`src/rtl/spi_flash_reader.sv`:
```
`default_nettype none
// ----------------------------------------------------------------------------
// spi_flash_reader: issues READ (cmd + 24-bit addr) and streams bytes out.
// Revision 1.0
// ----------------------------------------------------------------------------
module spi_flash_reader #(
  parameter logic [7:0]  CMD_READ   = 8'h03,
  parameter logic [7:0]  DUMMY_BYTE = 8'h00,
  parameter int unsigned CS_GAP     = 2
) (
  input  logic        i_clk,
  input  logic        i_reset,
  input  logic        i_req,
  input  logic [23:0] i_addr,
  input  logic [15:0] i_len,
  output logic        o_busy,
  output logic        o_done,
  output logic [7:0]  o_rd_data,
  output logic        o_rd_valid,
  input  logic        i_rd_ready,
  output logic        o_flash_cs_n,
  output logic        o_spi_start,
  output logic [7:0]  o_spi_data,
  input  logic [7:0]  i_spi_data,
  input  logic        i_spi_done
);

  localparam int unsigned      GAP_W    = (CS_GAP > 1) ? $clog2(CS_GAP) : 1;
  localparam logic [GAP_W-1:0] GAP_LAST = (CS_GAP > 0) ? GAP_W'(CS_GAP - 1) : '0;

  typedef enum logic [2:0] {
    S_IDLE     = 3'd0,
    S_CS_SETUP = 3'd1,
    S_CMD      = 3'd2,
    S_ADDR     = 3'd3,
    S_READ     = 3'd4,
    S_OUT      = 3'd5,
    S_CS_HOLD  = 3'd6,
    S_FINISH   = 3'd7
  } state_t;

  state_t           state_q;
  logic [23:0]      addr_q;
  logic [15:0]      remain_q;
  logic [1:0]       byte_cnt_q;
  logic [GAP_W-1:0] gap_q;
  logic             cs_n_q;
  logic             spi_start_q;
  logic [7:0]       spi_data_q;
  logic [7:0]       rd_data_q;
  logic             rd_valid_q;
  logic             done_q;

  logic [15:0]      remain_d;
  logic             last_byte_d;

  // Saturating decrement keeps the counter from ever wrapping below zero.
  assign remain_d    = (remain_q != 16'd0) ? (remain_q - 16'd1) : 16'd0;
  assign last_byte_d = (remain_q <= 16'd1);

  always_ff @(posedge i_clk or posedge i_reset) begin
    if (i_reset) begin
      state_q     <= S_IDLE;
      addr_q      <= 24'd0;
      remain_q    <= 16'd0;
      byte_cnt_q  <= 2'd0;
      gap_q       <= '0;
      cs_n_q      <= 1'b1;
      spi_start_q <= 1'b0;
      spi_data_q  <= 8'd0;
      rd_data_q   <= 8'd0;
      rd_valid_q  <= 1'b0;
      done_q      <= 1'b0;
    end else begin
      spi_start_q <= 1'b0;
      done_q      <= 1'b0;

      case (state_q)
        S_IDLE: begin
          if (i_req) begin
            if (i_len == 16'd0) begin
              state_q <= S_FINISH;
            end else begin
              addr_q   <= i_addr;
              remain_q <= i_len;
              cs_n_q   <= 1'b0;
              gap_q    <= '0;
              if (CS_GAP == 0) begin
                state_q     <= S_CMD;
                spi_start_q <= 1'b1;
                spi_data_q  <= CMD_READ;
              end else begin
                state_q <= S_CS_SETUP;
              end
            end
          end
        end

        S_CS_SETUP: begin
          if (gap_q == GAP_LAST) begin
            state_q     <= S_CMD;
            spi_start_q <= 1'b1;
            spi_data_q  <= CMD_READ;
          end else begin
            gap_q <= gap_q + GAP_W'(1);
          end
        end

        S_CMD: begin
          if (i_spi_done) begin
            state_q     <= S_ADDR;
            byte_cnt_q  <= 2'd0;
            spi_start_q <= 1'b1;
            spi_data_q  <= addr_q[23:16];
          end
        end

        S_ADDR: begin
          if (i_spi_done) begin
            spi_start_q <= 1'b1;
            case (byte_cnt_q)
              2'd0: begin
                byte_cnt_q <= 2'd1;
                spi_data_q <= addr_q[15:8];
              end
              2'd1: begin
                byte_cnt_q <= 2'd2;
                spi_data_q <= addr_q[7:0];
              end
              default: begin
                byte_cnt_q <= 2'd0;
                spi_data_q <= DUMMY_BYTE;
                state_q    <= S_READ;
              end
            endcase
          end
        end

        S_READ: begin
          if (i_spi_done) begin
            rd_data_q  <= i_spi_data;
            rd_valid_q <= 1'b1;
            state_q    <= S_OUT;
          end
        end

        // The next dummy byte is only launched once the consumer takes this one.
        S_OUT: begin
          if (i_rd_ready) begin
            rd_valid_q <= 1'b0;
            remain_q   <= remain_d;
            gap_q      <= '0;
            if (!last_byte_d) begin
              state_q     <= S_READ;
              spi_start_q <= 1'b1;
              spi_data_q  <= DUMMY_BYTE;
            end else if (CS_GAP == 0) begin
              cs_n_q  <= 1'b1;
              state_q <= S_FINISH;
            end else begin
              state_q <= S_CS_HOLD;
            end
          end
        end

        S_CS_HOLD: begin
          if (gap_q == GAP_LAST) begin
            cs_n_q  <= 1'b1;
            state_q <= S_FINISH;
          end else begin
            gap_q <= gap_q + GAP_W'(1);
          end
        end

        S_FINISH: begin
          done_q  <= 1'b1;
          state_q <= S_IDLE;
        end

        default: begin
          state_q <= S_IDLE;
          cs_n_q  <= 1'b1;
        end
      endcase
    end
  end

  assign o_busy       = (state_q != S_IDLE);
  assign o_done       = done_q;
  assign o_rd_data    = rd_data_q;
  assign o_rd_valid   = rd_valid_q;
  assign o_flash_cs_n = cs_n_q;
  assign o_spi_start  = spi_start_q;
  assign o_spi_data   = spi_data_q;

endmodule
`default_nettype wire

```
`config.mk`:
```
export PLATFORM = sky130hd
export DESIGN_NAME = spi_flash_reader
export DESIGN_NICKNAME = d
export VERILOG_FILES = /design/src/rtl/spi_flash_reader.sv
export SDC_FILE = /design/constraint.sdc
export NUM_CORES = 1
export LEC_CHECK = 0
export CAP_MARGIN = 15
export CELL_PAD_IN_SITES_DETAIL_PLACEMENT = 2
export CELL_PAD_IN_SITES_GLOBAL_PLACEMENT = 2
export CORE_AREA = 4 4 102 104
export CTS_BUF_LIST = sky130_fd_sc_hd__clkbuf_8
export DETAILED_ROUTE_END_ITERATION = 10
export DIE_AREA = 0 0 106 108
export GPL_TIMING_DRIVEN = 1
export PLACE_DENSITY_LB_ADDON = 0.2
export SKIP_CTS_REPAIR_TIMING = 1
export SLEW_MARGIN = 20
export SYNTH_ARGS = -nofsm -noshare
export SYNTH_HDL_FRONTEND = slang
export SYNTH_SLANG_ARGS = --single-unit
```
`constraint.sdc`:
```
create_clock -name i_clk -period 3.2 [get_ports i_clk]
set_input_delay 0.48 -clock i_clk [delete_from_list [all_inputs] [get_ports i_clk]]
set_output_delay 0.48 -clock i_clk [all_outputs]
set_load 0.01 [all_outputs]
```
==> results.md, run 1 <==
- Status: complete, no violations
- Layout Nets: about 430
- Critical path arrival: 2.65 ns
- Die area: 11400 um2
- Fmax: 419 MHz
- GRT Total Usage: 18.4%
- P_leak: 1.84 nW
- WL/cell: between 15 and 20 um
- Sum of negative setup slack: 0 ns
- Async SR Flop Fraction: 100%
- CTS HTree Levels: 3
- Startpoint types: flip-flop
- Peak supply drop: 0.000363 V
- Final wirelength: 9840 um
- Initial Util: 34.9%
- Gate Count Post-Synth: 299
- Post-synth top area share: 48.8%
- Storage cell area: 1650 um2
- Final Util: 46.8%
- Clock transition at the registers of the reported paths: 0.08 ns
- Worst Path Required: between 3 and 4 ns
- Slowest CP cell: or4_4
- Cell Rows: 36
- Chip Height: 108 um
- Final Skew: 0.00856 ns
- Placed cell area: 4220 um2
- Drc violations: 0
- Clock latency on the worst-skew pair: 0.35 ns
- Avg Inst Size Synth: 11.1 um2
- Yosys Warn Count: 0
- Most frequent cells in the layout: clkdlybuf4s50_1 (73), dfrtp_1 (65), mux2_2 (40)
- Post-synth EDFFs: 0
- Maxcap violations: 0
- Area grow syn2layout: 34.1%
- Vias per cell: 5.35
- First-pass GRT wire length: 16400 um
- Initial antenna violation count: 0
- # fillers: 999
- Vias in the first global route: ~3k
- Clock Tree Root: clkbuf_8
- GP Congestion: slightly above 0.8
- CTS Sinks: 66
- Minimum clock period: roughly 2.4 ns
- CTS tree: yes
- Main flop type after synthesis: dfrtp_1
- Vias: 2746
- RSZ-0062 raised after global routing: no
- CP max FO: 9
- Setup violators final: 0
- CTS max path bufs: 2
- Area of the multi-input gates: roughly 1600 um2
- Power density cells: 951 nW/um2
- DP HPWL: around 7100 um
- Sequential fraction of the synthesis area: 49.6%
- Routed Antenna Nets: 0
- Ports: 74
- Post-route cell area: approximately 4500 um2
- GR Overflow Total: 0
- Final Hold Viols: 0
- CP peak stage delay: 0.59 ns
- Share of cells above drive strength 1: a little under 20%
- Area contributors post-synth: dfrtp_1 (49%), mux2_2 (14%), a22oi_1 (3.4%)
- Headroom to the max-slew limit: ~44%
- Largest net degree at the start of global routing: 67
- Most common cell after layout, fill and taps aside: clkdlybuf4s50_1
- Ant. Diodes: 0
- Final Max Slew Viols: 0
- Cell taking the most area after synthesis: dfrtp_1
- R2R setup slack: 0.81 ns
- Crit path max-delay family: simple AND/OR/NAND/NOR gates
- Hold/Removal Path Class: reg2reg
- Die W: between 100 and 150 um
- CTS Buf Count: 9
- Distinct cells, synth: 50
- CP Capture Type: flip-flop
- Setup Crit Path Kind: reg2reg
- DR iter-0 viols: 73
- Yosys reg bits: 66
- Drt pass-1 iters: 4
- Synthesized Nets: 355
- Core ar.: 9550 um2
- Port bufs: 73
- Crit path buf inv count: 0
- Final period utilization: 74.6%
- Worst Tran Pin Value: 0.828 ns
- Synthesized cell area: 3330 um2
- Critical Path, Cell by Cell: or4_4, nor4_1, o211a_1, o21a_1, mux2i_1
## state kept, by name, indices dropped and copies added, names as in the netlist
signal and count:
o_flash_cs_n 1, remain_q 16, o_rd_valid 1, o_done 1, gap_q 1, o_rd_data 8
o_spi_data 8, state_q 3, addr_q 24, byte_cnt_q 2, o_spi_start 1
## where the power goes
group          leakage [nW]  switching (mW)  internal [mW]
registers             0.808           0.378           1.23
clock network         0.120           0.364          0.524
logic                 0.915           0.829          0.918
total                  1.84            1.57           2.68
## area by class of cell
type	count	area share [%]
timing repair buffer	81	18.0
multi-input combinational	207	34.9
sequential	66	37.0
tap	133	3.72
clock buffer	9	2.77
clock inverter	7	2.77
inverter	10	0.840
## final timing paths
| check | endpoint | start | cells past startpoint |
|---|---|---|---|
| max reg2reg | o_spi_data[0]$_DFFE_PP0P_ | remain_q[6]$_DFFE_PP0P_ | 5 |
| max | o_spi_data[0]$_DFFE_PP0P_ | remain_q[6]$_DFFE_PP0P_ | 5 |
| min reg2reg | o_rd_valid$_DFFE_PP0P_ | o_rd_valid$_DFFE_PP0P_ | 1 |
| min | o_rd_valid$_DFFE_PP0P_ | o_rd_valid$_DFFE_PP0P_ | 1 |
| min in group asynchronous | addr_q[9]$_DFFE_PP0P_ | i_reset | 3 |
| max in group asynchronous | o_flash_cs_n$_DFFE_PP1P_ | i_reset | 3 |
## synthesized netlist by cell type (all sizes together), types with 8 or more instances
master   count
a21oi       12
a22oi       15
clkbuf      10
dfrtp       65
inv         10
mux2        40
mux2i        9
nand2       20
nor2        12
nor3        11
nor4         8
o21ai       19
o2bb2ai     10
## per-stage QoR
step	std cells	worst slack (ns)	power (mW)	hold WS (ns)
after floorplan	299	1.07	2.68	0.449
after global placement	497	0.569	3.28	0.469
after detailed placement	497	0.511	3.39	0.488
after CTS	513	0.754	4.31	0.507
after global routing	513	0.676	4.57	0.517
final	513	0.812	4.25	0.498
## worst reg2reg max path, delay by kind of cell (launching register included)
kind            cells  cell delay, ns
simple gates        2            0.90
compound gates      2            0.70
flops               1            0.43
mux                 1            0.27
## layer usage
metal / wire, um / track usage [%] / up-vias
met5: 0 / 0 / -
met4: 108 / 6.66 / 0
met3: 377 / 3.64 / 10
met2: 5090 / 32.2 / 53
met1: 4260 / 22.7 / 1400
li1: - / - / 1283
## cells by family (layout without fill, tap and decap cells)
logic type / Yosys count / in the layout / synth area share, %
simple gates: 74 / 74 / 12.4
xor+xnor: 1 / 1 / 0.263
compound gates: 80 / 80 / 16.6
flops: 66 / 66 / 49.6
mux: 49 / 49 / 16.2
fa+ha+maj: 3 / 3 / 1.13
buf+inv: 26 / 107 / 3.72
Note: power is estimated with default switching activity, not from simulation.
==> run 2, diff against run 1 <==
Settings changed: CORE_AREA 4 4 102 104 to 4 4 106 108, DIE_AREA 0 0 106 108 to 0 0 110 112.
Clock period 3.2 ns to 2.2 ns, I/O delays scaled along.
==> results.md, run 2 (synthesized netlist as in run 1, its figures left out) <==
- Peak supply drop: 0.000531 V (+46%)
- Placed cells: 523 (+5.2%)
- CTS Sinks: 66 (unchanged)
- Final Max Slew Viols: 0 (unchanged)
- Clock transition at the registers of the reported paths: 0.08 ns (about the same)
- Startpoint types: flip-flop
- Pwr Total: 6.41 mW (+51%)
- Final cell count without fillers: 539 (+5.1%)
- Clock latency on the worst-skew pair: 0.35 ns (about the same)
- Final Hold Viols: 0 (unchanged)
- Clock Tree Root: clkbuf_8
- WL/cell: 19.0 um (-1.1%)
- Port bufs: 73 (unchanged)
- Critical path arrival: 2.37 ns (-0.28 ns)
- Cell Rows: 37 (+2.8%)
- Area grow syn2layout: 41.5%
- Most frequent cells in the layout: clkdlybuf4s50_1 (73), dfrtp_1 (65), mux2_2 (40)
- GR Overflow Total: 0 (unchanged)
- CTS tree: yes
- Setup violators final: 0 (unchanged)
- DP HPWL: 7810 um (+9.9%)
- Ports: 74 (unchanged)
- Worst Tran Pin Value: 0.674 ns (-0.155 ns)
- Routed Antenna Nets: 0 (unchanged)
- Share of cells above drive strength 1: 24.6% (+5.4 points)
- Sum of negative setup slack: 0 ns (unchanged)
- Final period utilization: 96.1% (+22 points)
- Status: complete, no violations
- DR iter-0 viols: 80 (+9.6%)
- Setup Crit Path Kind: reg2reg
- Largest regs: addr_q (24), remain_q (16)
- CP Capture Type: flip-flop
- Largest net degree at the start of global routing: 26 (-61%)
- CTS Buf Count: 9 (unchanged)
- CTS HTree Levels: 3 (unchanged)
- Headroom to the max-slew limit: 54.8% (+10 points)
- Vias in the first global route: 3239 (+5.6%)
- Worst Path Required: 2.46 ns (-1.00 ns)
- Initial antenna violation count: 0 (unchanged)
- Biggest register: addr_q
- Most common cell after layout, fill and taps aside: clkdlybuf4s50_1
- Fmax: 473 MHz (+13%)
- Drc violations: 0 (unchanged)
- Die W: 110 um (+3.8%)
- CTS max path bufs: 2 (unchanged)
- Die area: 12300 um2 (+7.6%)
- CP max FO: 9 (unchanged)
- Layout Nets: 454 (+5.3%)
- Hold/Removal Path Class: in2async
- Power density cells: 1360 nW/um2 (+43%)
- Initial Util: 32.6% (-2.3 points)
- Number of flip-flops under the largest register name: 24 (unchanged)
- GP Congestion: 0.824 (+2.2%)
- Ant. Diodes: 0 (unchanged)
- P_leak: 1.98 nW (+7.5%)
- Vias per cell: 5.27 (-1.5%)
- Worst hold slack: 0.326 ns (-0.172 ns)
- GRT Total Usage: 17.8% (-0.58 points)
- Minimum clock period: 2.11 ns (-0.273 ns)
- Maxcap violations: 0 (unchanged)
- Vias: 2843 (+3.5%)
- Final Skew: 0.00925 ns (+0.000691 ns)
- Final wirelength: 10200 um (+4.0%)
- Drt pass-1 iters: 4 (unchanged)
- Core ar.: 10200 um2 (+7.1%)
- Chip Height: 112 um (+3.7%)
- First-pass GRT wire length: 17100 um (+4.3%)
[run 2: changes by cell type in the layout (fill, tap and decap cells not counted), sizes merged]
| cell | before | now |
|---|---|---|
| buf | 8 | 31 |
| clkinv | 1 | 3 |
| inv | 12 | 11 |
| clkinvlp | 1 | 0 |
[run 2: worst max-delay path, stage by stage (launching register included)]
cell,delay [ns]
dfrtp_1,0.40
or4_4,0.60
nor4_2,0.24
o211a_1,0.21
o21a_1,0.19
buf_12,0.16
mux2i_2,0.23
[run 2: area by class of cell]
class | instances | area (um2)
clock buffers | 9 | 124
flip-flops and latches | 66 | 1650
inverters | 10 | 37.5
clock inverters | 7 | 125
multi-input cells | 207 | 1580
repair buffers | 104 | 1030
well taps | 136 | 170
fillers | 1063 | 5520
[run 2: where the power goes]
part	leakage [nW]	internal, mW	total, mW	switching, mW
logic	1.05	1.53	2.85	1.32
registers	0.808	1.80	2.28	0.482
clock network	0.124	0.763	1.28	0.517
[run 2: layer usage]
layer / part of all wire (%) / up-vias / GRT usage [%]
li1: - / 1330 / -
met1: 42 / 1446 / 22.2
met2: 53 / 56 / 31.2
met3: 3.5 / 11 / 3.71
met4: 1.3 / 0 / 4.24
met5: 0 / - / 0
[run 2: metrics by stage]
step	worst slack (ns)	util, %	area [um2]
floorplan	0.217	-	3330
global placement	-0.105	43.5	4450
detailed placement	-0.147	43.5	4450
CTS	-0.00163	45.9	4700
global route	-0.0396	46.1	4710
finish	0.0850	46.1	4710
[run 2: path summary, 6_finish.rpt]
| kind | slack [ns] | startpoint | cells past startpoint | end |
|---|---|---|---|---|
| setup / recovery | 0.09 | remain_q[6]$_DFFE_PP0P_ | 6 | o_spi_data[4]$_DFFE_PP0P_ |
| hold / removal | 0.33 | i_reset | 2 | addr_q[7]$_DFFE_PP0P_ |
| setup reg to reg | 0.09 | remain_q[6]$_DFFE_PP0P_ | 6 | o_spi_data[4]$_DFFE_PP0P_ |
| hold reg to reg | 0.48 | o_rd_valid$_DFFE_PP0P_ | 1 | o_rd_valid$_DFFE_PP0P_ |
| max in group asynchronous | 1.28 | i_reset | 3 | o_flash_cs_n$_DFFE_PP1P_ |
| min in group i_clk | 0.48 | o_rd_valid$_DFFE_PP0P_ | 1 | o_rd_valid$_DFFE_PP0P_ |
==> run 3, diff against run 2 <==
Settings changed: GPL_ROUTABILITY_DRIVEN from default to 0.
==> results of run 3 <==
Final layout, timing and power as in run 2 (identical DEF).
